**config.mk**
```make
export PLATFORM = sky130hd
export DESIGN_NAME = dds_voice_ctrl_flat
export DESIGN_NICKNAME = d
export VERILOG_FILES = /design/src/rtl/dds_voice_ctrl_if.sv /design/src/rtl/dds_voice_ctrl.sv /design/src/flat_wrapper.sv
export SDC_FILE = /design/constraint.sdc
export NUM_CORES = 1
export LEC_CHECK = 0
export ABC_AREA = 1
export BUFFER_PORTS_ARGS = -buffer_cell sky130_fd_sc_hd__buf_2
export CORE_MARGIN = 8
export CORE_UTILIZATION = 50
export DETAILED_ROUTE_END_ITERATION = 8
export GPL_TIMING_DRIVEN = 0
export PLACE_DENSITY = 0.67
export SYNTH_ARGS = -nofsm -noshare
export SYNTH_HDL_FRONTEND = slang
export SYNTH_SLANG_ARGS = --single-unit
```
**constraint.sdc**
```tcl
create_clock -name clk -period 13.1 [get_ports clk]
set_input_delay 1.31 -clock clk [delete_from_list [all_inputs] [get_ports clk]]
set_output_delay 1.31 -clock clk [all_outputs]
set_load 0.1 [all_outputs]
```
**src/rtl/dds_voice_ctrl_if.sv**
```systemverilog
// Host command bus and voice-bank output bundle of the DDS voice controller.
interface dds_voice_ctrl_if #(
    parameter int NV = 3,
    parameter int TW = 16,
    parameter int SW = 3
);
    logic             wr_stb;
    logic [7:0]       wr_data;
    logic             err;
    logic [NV*TW-1:0] tw_out;
    logic [NV*SW-1:0] sel_out;
    logic [NV-1:0]    en_out;

    modport master (output wr_stb, wr_data, input  err, tw_out, sel_out, en_out);
    modport slave  (input  wr_stb, wr_data, output err, tw_out, sel_out, en_out);
endinterface

```
**src/rtl/dds_voice_ctrl.sv**
```systemverilog
// Byte-serial configuration controller for the DDS voice bank, with a
// time-multiplexed glide engine stepping each voice's tuning word toward its target.
module dds_voice_ctrl #(
    parameter int NV    = 3,
    parameter int TW    = 16,
    parameter int SW    = 3,
    parameter int PRE_W = 10,
    parameter int TO_W  = 8
) (
    input  logic            clk,
    input  logic            rst,
    dds_voice_ctrl_if.slave bus
);
    typedef enum logic [1:0] {S_IDLE, S_HI, S_LO} state_t;
    typedef enum logic [1:0] {
        OP_SET_TW   = 2'b00,
        OP_SET_SEL  = 2'b01,
        OP_SET_RATE = 2'b10,
        OP_ALL_OFF  = 2'b11
    } op_t;

    // Last idle count before the frame is abandoned: 2^TO_W-1 silent cycles in total.
    localparam logic [TO_W-1:0] TO_LAST = {{(TO_W-1){1'b1}}, 1'b0};
    localparam logic [2:0]      NV_L    = 3'(NV);

    state_t          state_q, state_d;
    op_t             op_q;
    logic [1:0]      voice_q;
    logic [7:0]      hi_q;
    logic [TO_W-1:0] to_q, to_d;
    logic            timeout, frame_done, all_off;
    logic            voice_ok, commit, collide;

    logic [TW-1:0]   cur_q  [NV];
    logic [TW-1:0]   tgt_q  [NV];
    logic [7:0]      rate_q [NV];
    logic [SW-1:0]   sel_q  [NV];
    logic [NV-1:0]   en_q;
    logic            err_q;

    logic [PRE_W-1:0] pre_q;
    logic             sw_act_q;
    logic [1:0]       sw_idx_q;

    logic [TW-1:0] cur_s, tgt_s, rate_s, diff_s, step_s;
    logic          up_s;

    always_ff @(posedge clk or posedge rst) begin
        // NOTE: sequential state uses <= so every register samples pre-edge values.
        if (rst) begin
            state_q <= S_IDLE;
            to_q    <= '0;
        end else begin
            state_q <= state_d;
            to_q    <= to_d;
        end
    end

    always_comb begin
        // NOTE: every output of this block gets a default first, so no path infers a latch.
        state_d    = state_q;
        to_d       = '0;
        timeout    = 1'b0;
        frame_done = 1'b0;
        all_off    = 1'b0;
        case (state_q)
            S_IDLE: begin
                if (bus.wr_stb) begin
                    if (bus.wr_data[7:6] == OP_ALL_OFF) all_off = 1'b1;
                    else                                state_d = S_HI;
                end
            end
            S_HI, S_LO: begin
                if (bus.wr_stb) begin
                    if (state_q == S_HI) begin
                        state_d = S_LO;
                    end else begin
                        state_d    = S_IDLE;
                        frame_done = 1'b1;
                    end
                end else if (to_q == TO_LAST) begin
                    state_d = S_IDLE;
                    timeout = 1'b1;
                end else begin
                    to_d = to_q + 1'b1;
                end
            end
            default: state_d = S_IDLE;
        endcase
    end

    always_ff @(posedge clk or posedge rst) begin
        if (rst) begin
            op_q    <= OP_SET_TW;
            voice_q <= '0;
            hi_q    <= '0;
        end else begin
            if (state_q == S_IDLE && bus.wr_stb) begin
                op_q    <= op_t'(bus.wr_data[7:6]);
                voice_q <= bus.wr_data[5:4];
            end
            if (state_q == S_HI && bus.wr_stb) hi_q <= bus.wr_data;
        end
    end

    assign voice_ok = ({1'b0, voice_q} < NV_L);
    assign commit   = frame_done && voice_ok;
    // A host write to the voice in its sweep slot takes priority over the glide step.
    assign collide  = commit && sw_act_q && (voice_q == sw_idx_q);

    always_comb begin
        cur_s  = cur_q[sw_idx_q];
        tgt_s  = tgt_q[sw_idx_q];
        rate_s = TW'(rate_q[sw_idx_q]);
        up_s   = (cur_s < tgt_s);
        diff_s = up_s ? (tgt_s - cur_s) : (cur_s - tgt_s);
        if (diff_s <= rate_s) step_s = tgt_s;
        else                  step_s = up_s ? (cur_s + rate_s) : (cur_s - rate_s);
    end

    always_ff @(posedge clk or posedge rst) begin
        // NOTE: the per-voice arrays are flops, not RAM, so each element is reset explicitly.
        if (rst) begin
            for (int v = 0; v < NV; v++) begin
                cur_q[v]  <= '0;
                tgt_q[v]  <= '0;
                rate_q[v] <= '0;
                sel_q[v]  <= '0;
            end
            en_q     <= '0;
            err_q    <= 1'b0;
            pre_q    <= '0;
            sw_act_q <= 1'b0;
            sw_idx_q <= '0;
        end else begin
            pre_q <= pre_q + 1'b1;
            if (pre_q == '1) begin
                sw_act_q <= 1'b1;
                sw_idx_q <= '0;
            end else if (sw_act_q) begin
                if (sw_idx_q == 2'(NV-1)) sw_act_q <= 1'b0;
                else                      sw_idx_q <= sw_idx_q + 1'b1;
            end

            if (sw_act_q && !collide) cur_q[sw_idx_q] <= step_s;

            if (commit) begin
                case (op_q)
                    OP_SET_TW: begin
                        tgt_q[voice_q] <= TW'({hi_q, bus.wr_data});
                        if (rate_q[voice_q] == 8'd0) cur_q[voice_q] <= TW'({hi_q, bus.wr_data});
                    end
                    OP_SET_SEL: begin
                        sel_q[voice_q] <= bus.wr_data[SW-1:0];
                        en_q[voice_q]  <= bus.wr_data[7];
                    end
                    OP_SET_RATE: rate_q[voice_q] <= bus.wr_data;
                    default: ;
                endcase
            end
            if (all_off) en_q <= '0;

            err_q <= timeout || (frame_done && !voice_ok);
        end
    end

    logic [NV*TW-1:0] tw_flat;
    logic [NV*SW-1:0] sel_flat;

    always_comb begin
        tw_flat  = '0;
        sel_flat = '0;
        for (int v = 0; v < NV; v++) begin
            tw_flat[v*TW +: TW]  = cur_q[v];
            sel_flat[v*SW +: SW] = sel_q[v];
        end
    end

    assign bus.tw_out  = tw_flat;
    assign bus.sel_out = sel_flat;
    assign bus.en_out  = en_q;
    assign bus.err     = err_q;
endmodule
```
**src/flat_wrapper.sv**
```systemverilog
// flat-port wrapper written by rule: the top's interface ports become plain ports
module dds_voice_ctrl_flat 
#(
    parameter int NV    = 3,
    parameter int TW    = 16,
    parameter int SW    = 3,
    parameter int PRE_W = 10,
    parameter int TO_W  = 8
)
  (clk, rst, bus_wr_stb, bus_wr_data, bus_err, bus_tw_out, bus_sel_out, bus_en_out);
  dds_voice_ctrl_if #(.NV(NV), .TW(TW), .SW(SW)) bus_i ();
  input  logic clk;
  input  logic rst;
  input wire logic [$bits(bus_i.wr_stb)-1:0] bus_wr_stb;
  input wire logic [$bits(bus_i.wr_data)-1:0] bus_wr_data;
  output wire logic [$bits(bus_i.err)-1:0] bus_err;
  output wire logic [$bits(bus_i.tw_out)-1:0] bus_tw_out;
  output wire logic [$bits(bus_i.sel_out)-1:0] bus_sel_out;
  output wire logic [$bits(bus_i.en_out)-1:0] bus_en_out;
  assign bus_i.wr_stb = bus_wr_stb;
  assign bus_i.wr_data = bus_wr_data;
  assign bus_err = bus_i.err;
  assign bus_tw_out = bus_i.tw_out;
  assign bus_sel_out = bus_i.sel_out;
  assign bus_en_out = bus_i.en_out;
  dds_voice_ctrl #(.NV(NV), .TW(TW), .SW(SW), .PRE_W(PRE_W), .TO_W(TO_W)) u_core (.clk(clk), .rst(rst), .bus(bus_i));
endmodule
```
==> flow_metrics.env, run 1 <==
export IMPL_run_status="completed"
export IMPL_yosysTopAreaCellShare=0.367
export IMPL_grt_pass1_vias=10800
export IMPL_max_stage_delay_ns=0.67
export IMPL_routed_wirelength_mm=36.8
export IMPL_worst_clock_skew_ns=0.00973
export IMPL_grt_usage=0.263
export IMPL_timing_setup_critical_path_class="flop to flop"
export IMPL_synth_top_family_by_area="simple AND/OR/NAND/NOR gates"
export IMPL_first_pass_grt_wire_length_mm=58.4
export IMPL_ys_ff_latch=168
export IMPL_cts_buffers=17
export IMPL_maxSlewHeadroom=0.339
export IMPL_ios=72
export IMPL_multi_input_area_sq_um=6080
export IMPL_synthesis_instances=1576
export IMPL_synth_enable_flop_cells=0
export IMPL_max_freq_ghz=0.142
export IMPL_worstSetupEndpointType="flop"
export IMPL_synth_compound_area_share=0.166
export IMPL_post_synthesis_share_of_cell_area_spent_on_full_adders_half_adders_and_majority_gates=0.0774
export IMPL_critical_path_arrival_ns=7.35
export IMPL_initial_utilization=0.507
export IMPL_die_area_sq_um=28000
export IMPL_cts_max_level=4
export IMPL_place_detailed_instances=1932
export IMPL_muxShareOfSynthArea=0
export IMPL_clkTransAtPathRegs_ns=0.06
export IMPL_worstHoldPathType="flop to flop"
export IMPL_clkLatencyLatePin_ns=0.43
export IMPL_antenna_found_initial=0
export IMPL_netlist_cell_type_count=47
export IMPL_start_kind="flop"
export IMPL_die_height_um=167
export IMPL_antenna_cells=0
export IMPL_place_gp_congestion=0.954
export IMPL_grt_start_max_net_pins=100
export IMPL_global_route_overflow_total=0
export IMPL_final_min_period_over_clock_period=0.536
export IMPL_critPathMaxFanout=10
export IMPL_yosys_area_share_simple=0.256
export IMPL_grt_util_met3=0.0435
export IMPL_synth_cell_area_sq_um=11400
export IMPL_clockBufferDepth=2
export IMPL_cts_hold_buf=0
export IMPL_tightest_slew_ns=0.992
export IMPL_grt_setup_unrepaired="false"
export IMPL_final_setup_worst_slack_ns=6.07
export IMPL_post_cts_repair_setup_buffers=0
export IMPL_finalNonFillerCells=1964
export IMPL_total_of_warnings_raised_by_yosys=0
export IMPL_number_of_core_rows=55
export IMPL_layout_drive_gt1_share=0.112
export IMPL_portbufs=70
export IMPL_timing_critical_path_required_ns=13.42
export IMPL_cts_tree="built"
export IMPL_path_common_cell="nand3_1"
export IMPL_register_area_sq_um=4200
export IMPL_global_routing_s_busiest_layer="met2"
export IMPL_drt_drc_violations_left=0
export IMPL_synth_largest_area_cell="dfrtp_1"
export IMPL_cts_resized_gates=0
export IMPL_wire_per_inst_um=18.7
export IMPL_synth_async_sr_flop_share=1.00
export IMPL_dr_first_iter_drc_count=1085
export IMPL_first_pass_iters=7
export IMPL_met2_usage=0.444
export IMPL_report_final_slew_viol_count=0
export IMPL_cap_viol_max_count=0
export IMPL_drt_vias_per_instance=5.60
export IMPL_area_delta_synth_final_pct=11.5
export IMPL_finalSetupViolations=0
export IMPL_design_final_nets=1746
export IMPL_crit_path_top_delay_cell="clkbuf_1"
export IMPL_syn_nets=1656
export IMPL_cts_sinks=168
export IMPL_num_fill_cells=2163
export IMPL_synth_xor_area_frac=0.0314
export IMPL_grt_met1_usage=0.333
export IMPL_clk_root_buffer_cell="clkbuf_16"
export IMPL_die_w_um=167
export IMPL_core_region_area_sq_um=22600
export IMPL_synth_avg_cell_area_sq_um=7.27
export IMPL_synth_ff_type="dfrtp_1"
export IMPL_totalNegativeSetupSlack_ns=0
export IMPL_finalWorstPathRequiredPeriod_ns=7.03
export IMPL_via_count=11000
export IMPL_hold_violation_count_in_the_final_report=0
export IMPL_synthTopCellsByArea="dfrtp_1 (37%), nand2_1 (11%), inv_1 (7.8%), o21ai_0 (7.7%), ha_1 (7.2%)"
export IMPL_synth_sequential_area_ratio=0.367
export IMPL_ant_nets=0
export IMPL_post_dp_hpwl_mm=28.2
export IMPL_detailedPlace_worstSlack_ns=6.11
critical path: cells and delay by family, from the launching register on:
kind	cells	cell delay, ns
flip-flops	1	0.44
AND/OR/NAND/NOR	14	1.72
buffers and inverters	8	2.26
AO/OA/AOI/OAI	6	1.51
adder cells (fa/ha/maj)	2	0.79
XOR/XNOR	1	0.16
stage by stage:
| step | hold WS [ns] | utilization | cell area (sq um) |
|---|---|---|---|
| after floorplan | 0.421 | - | 11400 |
| after global placement | 0.444 | 0.539 | 12200 |
| after detailed placement | 0.451 | 0.540 | 12200 |
| after CTS | 0.461 | 0.566 | 12800 |
| after global routing | 0.486 | 0.566 | 12800 |
| final | 0.454 | 0.566 | 12800 |
final cells by class:
cell class,count,share of cell area
Clock buffer,19,0.0339
Timing Repair Buffer,71,0.0296
Multi-Input combinational cell,1109,0.476
Inverter,244,0.0723
Clock inverter,13,0.0114
Buffer,55,0.0197
Tap cell,285,0.0279
Sequential cell,168,0.329
placed cells by master (no fill, tap or decap), drive strengths merged, types with 5 or more instances in the layout:
cell type	synthesis	layout
o31ai	5	5
a32oi	17	17
or2	36	36
nand2	361	361
o21ai	178	178
nor3	10	10
buf	17	88
xor2	29	29
dfrtp	168	168
nand3	117	117
ha	66	66
inv	242	246
a21oi	103	103
o21a	18	18
clkbuf	38	57
clkinv	2	7
nor2	116	116
xnor2	12	12
a22oi	6	6
logic make-up after synthesis:
group,after synthesis
adder cells (fa/ha/maj),69
XOR/XNOR,41
AO/OA/AOI/OAI,343
flip-flops,168
AND/OR/NAND/NOR,656
buffers and inverters,299
final timing paths:
kind	cells after the start	slack, ns	to	startpoint
min in group asynchronous	2	0.99	u_core.pre_q[3]$_DFF_PP0_	rst
min reg2reg	1	0.45	u_core.pre_q[0]$_DFF_PP0_	u_core.pre_q[0]$_DFF_PP0_
min	1	0.45	u_core.pre_q[0]$_DFF_PP0_	u_core.pre_q[0]$_DFF_PP0_
max reg2reg	31	6.07	u_core.bus.tw_out[14]$_DFF_PP0_	u_core.sw_idx_q[0]$_DFFE_PP0P_
max in group asynchronous	3	11.27	u_core.bus.tw_out[18]$_DFF_PP0_	rst
max	31	6.07	u_core.bus.tw_out[14]$_DFF_PP0_	u_core.sw_idx_q[0]$_DFFE_PP0P_
per-layer routing:
metal | up-vias | wire [um]
met2 | 495 | 17600
li1 | 5270 | -
met4 | 0 | 1390
met1 | 5133 | 15000
met5 | - | 0
met3 | 96 | 2870
flip-flops by register name (all words and copies together) (netlist names):
name	count
u_core.bus.en_out	3
u_core.bus.err	1
u_core.bus.sel_out	9
u_core.bus.tw_out	48
u_core.hi_q	8
u_core.op_q	2
u_core.pre_q	10
u_core.rate_q	24
u_core.state_q	2
u_core.sw_act_q	1
u_core.sw_idx_q	2
u_core.tgt_q	48
u_core.to_q	8
u_core.voice_q	2
synthesized netlist by cell type, types with 2 or more instances:
master    instances
nand2_1         343
inv_1           238
o21ai_0         177
dfrtp_1         168
nand3_1         117
nor2_1          110
a21oi_1         101
ha_1             66
clkbuf_1         38
or2_2            36
xor2_1           29
o21a_1           18
a32oi_1          17
nand2_4          13
xnor2_1          12
buf_2            11
nor3_1            7
a22oi_1           6
nand2_2           5
o31ai_1           5
a211oi_1          4
a31oi_1           4
inv_2             4
nand3b_1          4
nand4_1           4
nor4_1            4
a21o_1            3
fa_1              3
nor2_2            3
nor2_4            3
nor3_2            3
buf_1             2
buf_4             2
clkinv_1          2
o211ai_1          2
Power of run 1 is not shown: default switching activity piles up to over one toggle a cycle in this logic, so the estimate is an artifact.
==> inputs of run 2 (changes only) <==
- clock period: 13.1 -> 7 ns (I/O delays scaled with it)
==> run 2 against run 1 <==
Net effect:
- critical path depth is 1 lower
- flip-flop and latch count stayed put
- die area is the same
- count of clock-buffer cells in the layout is the same
- non-clock buffer count decreased by 1
- core utilization increased by 0.083 points
- largest cell class unchanged
==> flow_metrics.env, run 2 (synthesis results as in run 1) <==
export IMPL_run_status="completed"
export IMPL_area_delta_synth_final_pct=11.7
export IMPL_max_freq_ghz=0.155
export IMPL_ant_nets=0
export IMPL_antenna_cells=0
export IMPL_crit_path_top_delay_cell="fa_1"
export IMPL_grt_pass1_vias=10800
export IMPL_final_cell_mix="nand2_1 (343), inv_1 (237), o21ai_0 (177)"
export IMPL_path_common_cell="nand3_1"
export IMPL_start_kind="flop"
export IMPL_clockBufferDepth=2
export IMPL_clkLatencyLatePin_ns=0.43
export IMPL_die_area_sq_um=28000
export IMPL_grt_usage=0.263
export IMPL_worstSetupEndpointType="flop"
export IMPL_report_final_slew_viol_count=0
export IMPL_timing_critical_path_required_ns=7.32
export IMPL_max_stage_delay_ns=0.50
export IMPL_wire_per_inst_um=18.8
export IMPL_detailedPlace_worstSlack_ns=0.0108
export IMPL_final_min_period_over_clock_period=0.924
export IMPL_cts_hold_buf=0
export IMPL_number_of_core_rows=55
export IMPL_cts_max_level=4
export IMPL_critical_path_arrival_ns=6.78
export IMPL_cts_tree="built"
export IMPL_core_region_area_sq_um=22600
export IMPL_fin_hold_ws_ns=0.390
export IMPL_cts_buffers=17
export IMPL_antenna_found_initial=0
export IMPL_layout_drive_gt1_share=0.117
export IMPL_commonest_non_fill_non_tap_cell_in_the_layout="nand2_1"
export IMPL_die_height_um=167
export IMPL_ios=72
export IMPL_totalNegativeSetupSlack_ns=0
export IMPL_clk_root_buffer_cell="clkbuf_16"
export IMPL_grt_met1_usage=0.333
export IMPL_critPathMaxFanout=19
export IMPL_drt_vias_per_instance=5.58
export IMPL_worstHoldPathType="input pin to asynchronous set/reset pin"
export IMPL_place_gp_congestion=0.954
export IMPL_finalSetupViolations=0
export IMPL_timing_critical_path_max_delay_family="simple AND/OR/NAND/NOR gates"
export IMPL_global_routing_s_busiest_layer="met2"
export IMPL_first_pass_grt_wire_length_mm=58.4
export IMPL_met2_usage=0.444
export IMPL_portbufs=70
export IMPL_design_final_nets=1745
export IMPL_grt_start_max_net_pins=100
export IMPL_first_pass_iters=6
export IMPL_hold_violation_count_in_the_final_report=0
export IMPL_via_count=10900
export IMPL_grt_util_met3=0.0435
export IMPL_grt_setup_unrepaired="false"
export IMPL_routed_wirelength_mm=36.8
export IMPL_die_w_um=167
export IMPL_dr_first_iter_drc_count=1124
export IMPL_initial_utilization=0.507
export IMPL_tightest_slew_ns=0.943
export IMPL_drt_drc_violations_left=0
export IMPL_critPathBufInv=7
export IMPL_clkTransAtPathRegs_ns=0.06
export IMPL_final_setup_worst_slack_ns=0.535
export IMPL_cap_viol_max_count=0
export IMPL_worst_clock_skew_ns=0.0113
export IMPL_finalWorstPathRequiredPeriod_ns=6.46
export IMPL_cts_sinks=168
export IMPL_post_dp_hpwl_mm=28.2
export IMPL_global_route_overflow_total=0
export IMPL_timing_setup_critical_path_class="flop to flop"
export IMPL_maxSlewHeadroom=0.372
==> run 2: path summary, 6_finish.rpt <==
path / from / endpoint / slack, ns / cells after the start
max in group asynchronous: rst / u_core.bus.tw_out[32]$_DFF_PP0_ / 5.80 / 3
setup / recovery: u_core.sw_idx_q[0]$_DFFE_PP0P_ / u_core.bus.tw_out[14]$_DFF_PP0_ / 0.54 / 30
min in group clk: u_core.pre_q[0]$_DFF_PP0_ / u_core.pre_q[0]$_DFF_PP0_ / 0.45 / 1
hold / removal: rst / u_core.pre_q[4]$_DFF_PP0_ / 0.39 / 2
hold reg to reg: u_core.pre_q[0]$_DFF_PP0_ / u_core.pre_q[0]$_DFF_PP0_ / 0.45 / 1
setup reg to reg: u_core.sw_idx_q[0]$_DFFE_PP0P_ / u_core.bus.tw_out[14]$_DFF_PP0_ / 0.54 / 30
==> run 2: through the flow <==
step / util / cell area, sq um / instances
6_report: 0.567 / 12800 / 1963
5_1_grt: 0.567 / 12800 / 1963
4_1_cts: 0.566 / 12800 / 1964
3_5_place_dp: 0.540 / 12200 / 1932
3_3_place_gp: 0.539 / 12200 / 1931
2_1_floorplan: - / 11400 / 1576
==> run 2: metal layers <==
metal  vias up  wire length (um)
li1       5257                 -
met1      5149             15200
met2       452             17700
met3        88              2660
met4         0              1300
met5         -                 0
==> run 2: area by class of cell <==
class | count | area (sq um)
plain buffers | 54 | 255
clock buffers | 19 | 433
clock inverters | 13 | 145
fillers | 2157 | 9780
inverters | 244 | 923
multi-input cells | 1109 | 6090
flip-flops and latches | 168 | 4200
well taps | 285 | 357
repair buffers | 71 | 378
==> run 2: timing repair <==
item | CTS | global route
resized for setup | 1 | 13
setup endpoints to repair | 1 | 46
pin swaps | 0 | 0
buffers inserted | 0 | 0
Power of run 2 is left out for the same reason.
==> inputs of run 3 (changes only) <==
- CORE_UTILIZATION: 50 -> 55
- PLACE_DENSITY: 0.67 -> 0.72
==> run 3 against run 2 <==
Net effect:
- non-clock buffer count rose by 1
- worst setup slack got worse by 0.14 ns
- clock skew fell by 0.0015 ns
- register-to-register slack got worse by 0.14 ns
- maximum frequency fell by 2.1%
- wire length fell by 1.4%
- flip-flop and latch count did not move
- critical path depth fell by 1
- die area fell by 8.2%
- critical path type unchanged
- core utilization rose by 6.1 points
- global-route usage rose by 1.8 points
==> flow_metrics.env, run 3 (synthesis results as in run 1) <==
export IMPL_timing_critical_path_required_ns=7.35
export IMPL_routed_wirelength_mm=36.3
export IMPL_final_cell_mix="nand2_1 (343), inv_1 (237), o21ai_0 (177)"
export IMPL_clkTransAtPathRegs_ns=0.07
export IMPL_ios=72
export IMPL_grt_util_met3=0.0524
export IMPL_hold_violation_count_in_the_final_report=0
export IMPL_maxSlewHeadroom=0.364
export IMPL_start_kind="flop"
export IMPL_wire_per_inst_um=18.6
export IMPL_die_area_sq_um=25700
export IMPL_critical_path_arrival_ns=6.95
export IMPL_ant_nets=0
export IMPL_finalSetupViolations=0
export IMPL_cts_sinks=168
export IMPL_drt_drc_violations_left=0
export IMPL_path_common_cell="nand2_4"
export IMPL_final_cell_area_sq_um=12800
export IMPL_first_pass_grt_wire_length_mm=57.3
export IMPL_standard_cell_area_after_detailed_placement_sq_um=12200
export IMPL_final_min_period_over_clock_period=0.943
export IMPL_post_dp_hpwl_mm=27.7
export IMPL_run_status="completed"
export IMPL_critPathMaxFanout=10
export IMPL_first_pass_iters=6
export IMPL_area_delta_synth_final_pct=11.6
export IMPL_design_final_nets=1746
export IMPL_cts_buffers=17
export IMPL_commonest_non_fill_non_tap_cell_in_the_layout="nand2_1"
export IMPL_clockBufferDepth=2
export IMPL_met2_usage=0.473
export IMPL_die_height_um=160
export IMPL_initial_utilization=0.562
export IMPL_antenna_cells=0
export IMPL_grt_pass1_vias=10700
export IMPL_place_detailed_instances=1917
export IMPL_cts_tree="built"
export IMPL_worst_clock_skew_ns=0.00972
export IMPL_max_stage_delay_ns=0.60
export IMPL_antenna_found_initial=0
export IMPL_fin_hold_ws_ns=0.357
export IMPL_grt_start_max_net_pins=89
export IMPL_timing_critical_path_max_delay_family="buffers and inverters"
export IMPL_number_of_core_rows=52
export IMPL_core_region_area_sq_um=20400
export IMPL_drt_vias_per_instance=5.67
export IMPL_num_fill_cells=1907
export IMPL_cts_hold_buf=0
export IMPL_finalNonFillerCells=1949
export IMPL_global_route_overflow_total=0
export IMPL_worstSetupEndpointType="flop"
export IMPL_finalWorstPathRequiredPeriod_ns=6.60
export IMPL_clkLatencyLatePin_ns=0.43
export IMPL_max_freq_ghz=0.151
export IMPL_cts_max_level=4
export IMPL_grt_met1_usage=0.352
export IMPL_timing_setup_critical_path_class="flop to flop"
export IMPL_report_final_slew_viol_count=0
export IMPL_cts_resized_gates=0
export IMPL_dr_first_iter_drc_count=1167
export IMPL_worstHoldPathType="input pin to asynchronous set/reset pin"
export IMPL_tightest_slew_ns=0.954
export IMPL_clk_root_buffer_cell="clkbuf_16"
export IMPL_via_count=11000
export IMPL_portbufs=70
export IMPL_cap_viol_max_count=0
export IMPL_post_cts_repair_setup_buffers=0
export IMPL_crit_path_top_delay_cell="clkbuf_1"
export IMPL_grt_usage=0.282
export IMPL_layout_core_utilization=0.627
export IMPL_global_routing_s_busiest_layer="met2"
export IMPL_layout_drive_gt1_share=0.114
export IMPL_die_w_um=160
export IMPL_critPathBufInv=7
export IMPL_place_gp_congestion=0.945
export IMPL_grt_setup_unrepaired="false"
-- run 3: cell types whose count changed in the layout (fill, tap and decap cells not counted) --
cell and change:
clkinvlp_4 -1, bufinv_16 -1, inv_6 +2, inv_2 -1
clkinv_2 -3, clkinv_1 +1, clkinv_8 +2, inv_8 +4
a32oi_1 +2, clkbuf_1 +4, clkinv_4 -1, clkbuf_2 -5
a32oi_2 -2
-- run 3: worst reg2reg max path, delay by kind of cell, from the launching register on --
| family | cells | cell delay, ns |
|---|---|---|
| compound gates | 5 | 1.11 |
| buf+inv | 7 | 2.22 |
| simple gates | 14 | 1.88 |
| xor+xnor | 1 | 0.18 |
| flops | 1 | 0.44 |
| fa+ha+maj | 2 | 0.70 |
-- run 3: final timing paths --
path                                                      from                         endpoint  slack (ns)  cells after the start
worst max-delay path            u_core.sw_idx_q[0]$_DFFE_PP0P_  u_core.bus.tw_out[12]$_DFF_PP0_        0.40                     29
worst min-delay path                                       rst     u_core.tgt_q[42]$_DFFE_PP0P_        0.36                      2
worst max register to register  u_core.sw_idx_q[0]$_DFFE_PP0P_  u_core.bus.tw_out[12]$_DFF_PP0_        0.40                     29
worst min register to register       u_core.pre_q[0]$_DFF_PP0_        u_core.pre_q[0]$_DFF_PP0_        0.46                      1
max in group asynchronous                                  rst         u_core.to_q[3]$_DFF_PP0_        5.80                      3
min in group clk                     u_core.pre_q[0]$_DFF_PP0_        u_core.pre_q[0]$_DFF_PP0_        0.46                      1
-- run 3: cell type report --
class                      instances  area [sq um]  area share
multi-input combinational       1109          6080       0.476
sequential                       168          4200       0.329
inverter                         244           923      0.0723
clock buffer                      17           425      0.0333
timing repair buffer              71           378      0.0296
tap                              270           338      0.0264
buffer                            55           253      0.0198
clock inverter                    15           179      0.0140
-- run 3: per-layer routing --
| layer | share of wire | vias to the layer above |
|---|---|---|
| met5 | 0 | - |
| met4 | 0.040 | 0 |
| met3 | 0.079 | 101 |
| met2 | 0.47 | 502 |
| met1 | 0.41 | 5173 |
| li1 | - | 5267 |
-- run 3: per-stage QoR --
step	setup WS (ns)	TNS [ns]
global placement	-0.0896	-13.17
finish	0.397	0
floorplan	1.75	0
global route	0.0135	0
CTS	0.342	0
detailed placement	0.383	0
Power of run 3 is left out for the same reason.
